## config.mk

```make
export PLATFORM = sky130hd
export DESIGN_NAME = knap_search
export DESIGN_NICKNAME = d
export VERILOG_FILES = /design/src/rtl/knap_search.sv
export SDC_FILE = /design/constraint.sdc
export NUM_CORES = 1
export LEC_CHECK = 0
export ABC_AREA = 1
export BUFFER_PORTS_ARGS = -buffer_cell sky130_fd_sc_hd__clkbuf_2
export CORE_MARGIN = 5
export CORE_UTILIZATION = 30
export DETAILED_ROUTE_END_ITERATION = 8
export MAX_ROUTING_LAYER = met4
export PLACE_DENSITY = 0.5
export SLEW_MARGIN = 40
export SYNTH_ARGS = -nofsm -noshare
export SYNTH_HDL_FRONTEND = slang
export SYNTH_SLANG_ARGS = --single-unit
```

## constraint.sdc

```tcl
create_clock -name clk -period 8.2 [get_ports clk]
set_input_delay 0.82 -clock clk [delete_from_list [all_inputs] [get_ports clk]]
set_output_delay 0.82 -clock clk [all_outputs]
set_load 0.1 [all_outputs]
```

## src/rtl/knap_search.sv

```systemverilog
// Knapsack search engine: walks every item selection in Gray-code order, checks the
// value/weight/volume limits incrementally, streams valid selections and keeps best/count.
//
// state | meaning
// IDLE  | waiting for start; coefficient table writable
// SCAN  | one candidate per cycle, holds while a valid candidate has no hit slot
// DRAIN | waiting for the last hit to be taken, then pulses done
module knap_search #(
  parameter int N_ITEMS = 23,
  parameter int COEF_W  = 5,
  parameter int SUM_W   = 10
) (
  input  logic                         clk,
  input  logic                         rst_n,
  input  logic                         cfg_we,
  input  logic [$clog2(N_ITEMS)-1:0]   cfg_addr,
  input  logic [COEF_W-1:0]            cfg_value,
  input  logic [COEF_W-1:0]            cfg_weight,
  input  logic [COEF_W-1:0]            cfg_volume,
  input  logic [SUM_W-1:0]             min_value,
  input  logic [SUM_W-1:0]             max_weight,
  input  logic [SUM_W-1:0]             max_volume,
  input  logic                         start,
  output logic                         busy,
  output logic                         done,
  output logic                         hit_valid,
  input  logic                         hit_ready,
  output logic [N_ITEMS-1:0]           hit_sel,
  output logic                         best_valid,
  output logic [N_ITEMS-1:0]           best_sel,
  output logic [SUM_W-1:0]             best_value,
  output logic [N_ITEMS:0]             valid_count
);

  localparam int IDX_W = $clog2(N_ITEMS);

  typedef enum logic [1:0] {IDLE, SCAN, DRAIN} state_t;
  state_t state, state_nxt;

  logic [COEF_W-1:0]  tbl_value  [N_ITEMS];
  logic [COEF_W-1:0]  tbl_weight [N_ITEMS];
  logic [COEF_W-1:0]  tbl_volume [N_ITEMS];

  logic [SUM_W-1:0]   lim_min, lim_weight, lim_volume;
  logic [SUM_W-1:0]   tot_value, tot_weight, tot_volume;
  logic [N_ITEMS-1:0] sel, k, k_nxt, flip;
  logic [IDX_W-1:0]   flip_idx;
  logic               flip_up;
  logic [COEF_W-1:0]  coef_value, coef_weight, coef_volume;

  logic cand_ok, slot_free, last, launch, eval, finish;

  assign cand_ok   = (tot_value >= lim_min) && (tot_weight <= lim_weight) &&
                     (tot_volume <= lim_volume);
  assign slot_free = !hit_valid || hit_ready;
  assign last      = &k;

  always_ff @(posedge clk or negedge rst_n) begin
    if (!rst_n) state <= IDLE;
    else        state <= state_nxt;
  end

  always_comb begin
    state_nxt = state;
    launch    = 1'b0;
    eval      = 1'b0;
    finish    = 1'b0;
    case (state)
      IDLE: begin
        if (start) begin
          launch    = 1'b1;
          state_nxt = SCAN;
        end
      end
      SCAN: begin
        // A valid candidate with nowhere to go freezes the whole walk.
        if (!(cand_ok && !slot_free)) begin
          eval = 1'b1;
          if (last) state_nxt = DRAIN;
        end
      end
      DRAIN: begin
        if (slot_free) begin
          finish    = 1'b1;
          state_nxt = IDLE;
        end
      end
      default: state_nxt = IDLE;
    endcase
  end

  // The lowest set bit of k+1 is the single Gray bit that flips next.
  always_comb begin
    k_nxt    = k + 1'b1;
    flip     = k_nxt & ~k;
    flip_idx = '0;
    for (int i = 0; i < N_ITEMS; i++) begin
      if (flip[i]) flip_idx = IDX_W'(i);
    end
    flip_up     = ~sel[flip_idx];
    coef_value  = tbl_value[flip_idx];
    coef_weight = tbl_weight[flip_idx];
    coef_volume = tbl_volume[flip_idx];
  end

  always_ff @(posedge clk or negedge rst_n) begin
    if (!rst_n) begin
      for (int i = 0; i < N_ITEMS; i++) begin
        tbl_value[i]  <= '0;
        tbl_weight[i] <= '0;
        tbl_volume[i] <= '0;
      end
    end else if (cfg_we && !busy && (int'(cfg_addr) < N_ITEMS)) begin
      tbl_value[cfg_addr]  <= cfg_value;
      tbl_weight[cfg_addr] <= cfg_weight;
      tbl_volume[cfg_addr] <= cfg_volume;
    end
  end

  always_ff @(posedge clk or negedge rst_n) begin
    if (!rst_n) begin
      busy        <= 1'b0;
      done        <= 1'b0;
      hit_valid   <= 1'b0;
      hit_sel     <= '0;
      best_valid  <= 1'b0;
      best_sel    <= '0;
      best_value  <= '0;
      valid_count <= '0;
      lim_min     <= '0;
      lim_weight  <= '0;
      lim_volume  <= '0;
      tot_value   <= '0;
      tot_weight  <= '0;
      tot_volume  <= '0;
      sel         <= '0;
      k           <= '0;
    end else begin
      done <= finish;
      if (launch)      busy <= 1'b1;
      else if (finish) busy <= 1'b0;

      if (hit_valid && hit_ready) hit_valid <= 1'b0;

      if (launch) begin
        lim_min     <= min_value;
        lim_weight  <= max_weight;
        lim_volume  <= max_volume;
        sel         <= '0;
        k           <= '0;
        tot_value   <= '0;
        tot_weight  <= '0;
        tot_volume  <= '0;
        best_valid  <= 1'b0;
        best_sel    <= '0;
        best_value  <= '0;
        valid_count <= '0;
      end

      if (eval && cand_ok) begin
        hit_valid   <= 1'b1;
        hit_sel     <= sel;
        valid_count <= valid_count + 1'b1;
        if (!best_valid || tot_value > best_value) begin
          best_valid <= 1'b1;
          best_sel   <= sel;
          best_value <= tot_value;
        end
      end

      if (eval && !last) begin
        k   <= k_nxt;
        sel <= sel ^ flip;
        if (flip_up) begin
          tot_value  <= tot_value  + SUM_W'(coef_value);
          tot_weight <= tot_weight + SUM_W'(coef_weight);
          tot_volume <= tot_volume + SUM_W'(coef_volume);
        end else begin
          tot_value  <= tot_value  - SUM_W'(coef_value);
          tot_weight <= tot_weight - SUM_W'(coef_weight);
          tot_volume <= tot_volume - SUM_W'(coef_volume);
        end
      end
    end
  end

endmodule

```

==> run metrics <==
first-pass GRT wire length=134000 um; Final #Nets=3638; total CTS buffers=61; Max Cap Viol=0; Pwr Density=385 nW/um^2; Routed WL=85500 um; Critical Path End Type=register; Top-Level Pins=139; Syn Area/Cell=7.93 um^2; Synth Register Bits=537; RR Startpoint=k[0]$_DFFE_PN0P_; P_int=6690 uW; fraction of layout cells with a size suffix above 1=9.63%; clock tree buffer depth=3; Final ANT Viol Nets=0; CTS tree=done; RSZ-0062 raised after global routing=false; total grt overflow=0; crit path max-delay cell type=inv_2; global-route usage over all layers=17.7%; Logic pwr share=46.1%; clock root buffer=clkbuf_16; Total Power=12000 uW; setup TNS=0 ns; die area=97300 um^2; net count after synthesis=3604; Max VDD drop=203 uV; most frequent cells in the layout=999 x nand2_1, 537 x dfrtp_1, 489 x o21ai_0; Peak Freq=0.138 GHz; Pre-antenna DRT Iters=6; Worst Path Arrival=7.73 ns; WL/cell=18.2 um; critical path class=register to register; most common cell after layout, fill and taps aside=nand2_1; Synth Instances=3446; Die W=312 um; Async S/R FF share, synth=100%; placed inst area=29100 um^2; largest net degree at the start of global routing=131; worst skew pair latency=0.62 ns; sequential area share after synthesis=49.1%; Leakage=0.0150 uW; reg2reg path depth=50; Critical Path Source=k[0]$_DFFE_PN0P_; status=finished clean; Synth Flop Type=dfrtp_1; Synth cell types=45; Least-Margin Pin Slew=0.858 ns; via/cell ratio=4.87; Ys Warns=0; clk_skew=0.0192 ns; post-detail-place hpwl=54000 um; crit-path max FO=61; initial antenna violation count=2; Switching Power=5310 uW; starting DRC count in detailed routing=2090; n_diodes=0; Worst setup SP type=register; max_slew headroom=42.7%; required time worst endpoint=8.70 ns; H-tree levels=2; crit share post-route=88.1%; post-route DRC violation count=0; Setup Fix Bufs, Post-CTS=0; gpl congestion=0.822; CP max stage delay=0.46 ns; Clock power frac=23.4%; hold crit path type=primary input to asynchronous set/reset pin; Final Cell Area=31200 um^2; Rows=110; EDFF count, synth=0; vias in the first global route=21.8k; Final Max Slew Viols=0; starting density of the core=30.3%; switching part of the total power=44.3%; hold slack final=0.151 ns; sequential power share=30.5%; number of port buffers=138; CTS clk-pin slew, worst paths=0.06 ns; die span in y=312 um; final setup fails=0; # clock sinks=537; via count=22.9k; min Tclk post-route=7.23 ns; CORE AREA=90300 um^2; Area Overhead vs Synth=14.0%; cell mode on critical path=nand2_1; Mapped Area=27300 um^2; Hold Vio Cnt, Final=0
[path summary, 6_finish.rpt]
kind | slack (ns) | end
hold reg to reg | 0.47 | tbl_weight[97]$_DFFE_PN0P_
setup reg to reg | 0.97 | tot_value[9]$_DFFE_PN0P_
min in group clk | 0.40 | lim_min[0]$_DFFE_PN0P_
max in group asynchronous | 6.23 | tbl_weight[65]$_DFFE_PN0P_
hold / removal | 0.15 | valid_count[12]$_DFFE_PN0P_
setup / recovery | 0.97 | tot_value[9]$_DFFE_PN0P_
[worst max-delay path: cells and delay by family, from the launching register on]
kind / cells / cell delay (ns)
AOI/OAI and AO/OA: 5 / 0.77
xor gates and xnor gates: 1 / 0.23
adders and majority gates: 3 / 0.86
buffers and inverters: 8 / 1.17
DFF: 1 / 0.37
and+or+nand+nor: 33 / 3.71
[repair_timing]
action,in CTS,in global routing
hold buffers,0,0
gates resized for setup,0,1
setup endpoints to repair,0,1
[state kept, by name, indices dropped and copies added (netlist names), 2 cells and up]
signal,count
tot_volume,10
lim_weight,10
tbl_value,115
valid_count,24
tbl_volume,115
lim_volume,10
tot_weight,10
best_sel,23
best_value,10
hit_sel,23
sel,23
state,2
tot_value,10
lim_min,10
k,23
tbl_weight,115
[synth_stat cells (2+ instances only)]
| library cell | number | area share (%) |
|---|---|---|
| buf_6 | 9 | 0.37 |
| a22o_1 | 5 | 0.16 |
| nor2_1 | 144 | 2.0 |
| xnor2_1 | 23 | 0.74 |
| ha_1 | 100 | 4.6 |
| nor4_1 | 6 | 0.14 |
| buf_1 | 14 | 0.19 |
| o2111ai_1 | 2 | 0.064 |
| nand3_1 | 284 | 5.2 |
| or2_2 | 9 | 0.21 |
| o21ai_0 | 489 | 9.0 |
| a21boi_1 | 2 | 0.055 |
| nand4_1 | 9 | 0.21 |
| or2_1 | 4 | 0.092 |
| nand2_1 | 1008 | 14 |
| nor3_1 | 23 | 0.42 |
| a21boi_0 | 4 | 0.11 |
| dfrtp_1 | 537 | 49 |
| a31oi_1 | 5 | 0.11 |
| o31ai_1 | 10 | 0.27 |
| clkbuf_1 | 159 | 2.2 |
| buf_4 | 7 | 0.19 |
| o22ai_1 | 50 | 1.1 |
| o21ai_1 | 23 | 0.42 |
| inv_1 | 326 | 4.5 |
| nand2_4 | 2 | 0.082 |
| and2_1 | 2 | 0.046 |
| o32ai_1 | 8 | 0.26 |
| a211oi_1 | 7 | 0.19 |
| a32o_1 | 3 | 0.11 |
| fa_1 | 3 | 0.22 |
| o21a_1 | 2 | 0.055 |
| nand3b_1 | 30 | 0.82 |
| o211ai_1 | 9 | 0.25 |
| inv_2 | 7 | 0.096 |
| xor2_1 | 21 | 0.67 |
| clkinv_1 | 3 | 0.041 |
| a21oi_1 | 60 | 1.1 |
| buf_2 | 27 | 0.49 |
| nand2_2 | 3 | 0.069 |
| a21oi_2 | 3 | 0.096 |
[per-layer routing]
metal  GRT usage, %  wire [um]  up-vias
met3           2.54       5130       91
met2           25.9      36300      630
met5              -          0        -
met1           26.4      42600    10949
met4           3.45       1500        0
li1               -          -    11260
[area by class of cell]
cell class / count / area [um^2]
Clock inverter: 22 / 228
Multi-Input combinational cell: 2357 / 11800
Clock buffer: 91 / 1840
Tap cell: 1176 / 1470
Inverter: 336 / 1260
Timing Repair Buffer: 187 / 1170
Sequential cell: 537 / 13400
Fill cell: 9583 / 59100
[metrics by stage]
step / utilization [%] / setup slack (ns) / std cells
floorplan: - / 2.28 / 3446
global placement: 32.2 / 1.14 / 4593
detailed placement: 32.2 / 0.940 / 4593
CTS: 34.5 / 0.899 / 4706
global route: 34.5 / 0.0608 / 4706
finish: 34.5 / 0.974 / 4706
[kinds of logic (layout without fill, tap and decap cells)]
group	Yosys count	count (layout)	share of synthesized area [%]
and+or+nand+nor	1524	1524	23.1
AOI/OAI and AO/OA	686	686	13.5
buffers and inverters	552	636	8.04
DFF	537	537	49.1
adders and majority gates	103	103	4.80
xor gates and xnor gates	44	44	1.41
[power by group through the flow]
stage	clock network (uW)	registers, uW	logic, uW
2_1_floorplan	0	4030	3760
3_3_place_gp	0	3700	5540
6_report	2810	3660	5530
5_1_grt	2990	3730	6340
3_5_place_dp	0	3700	5560
4_1_cts	2890	3660	5580
Note: power is estimated with default switching activity, not from simulation.
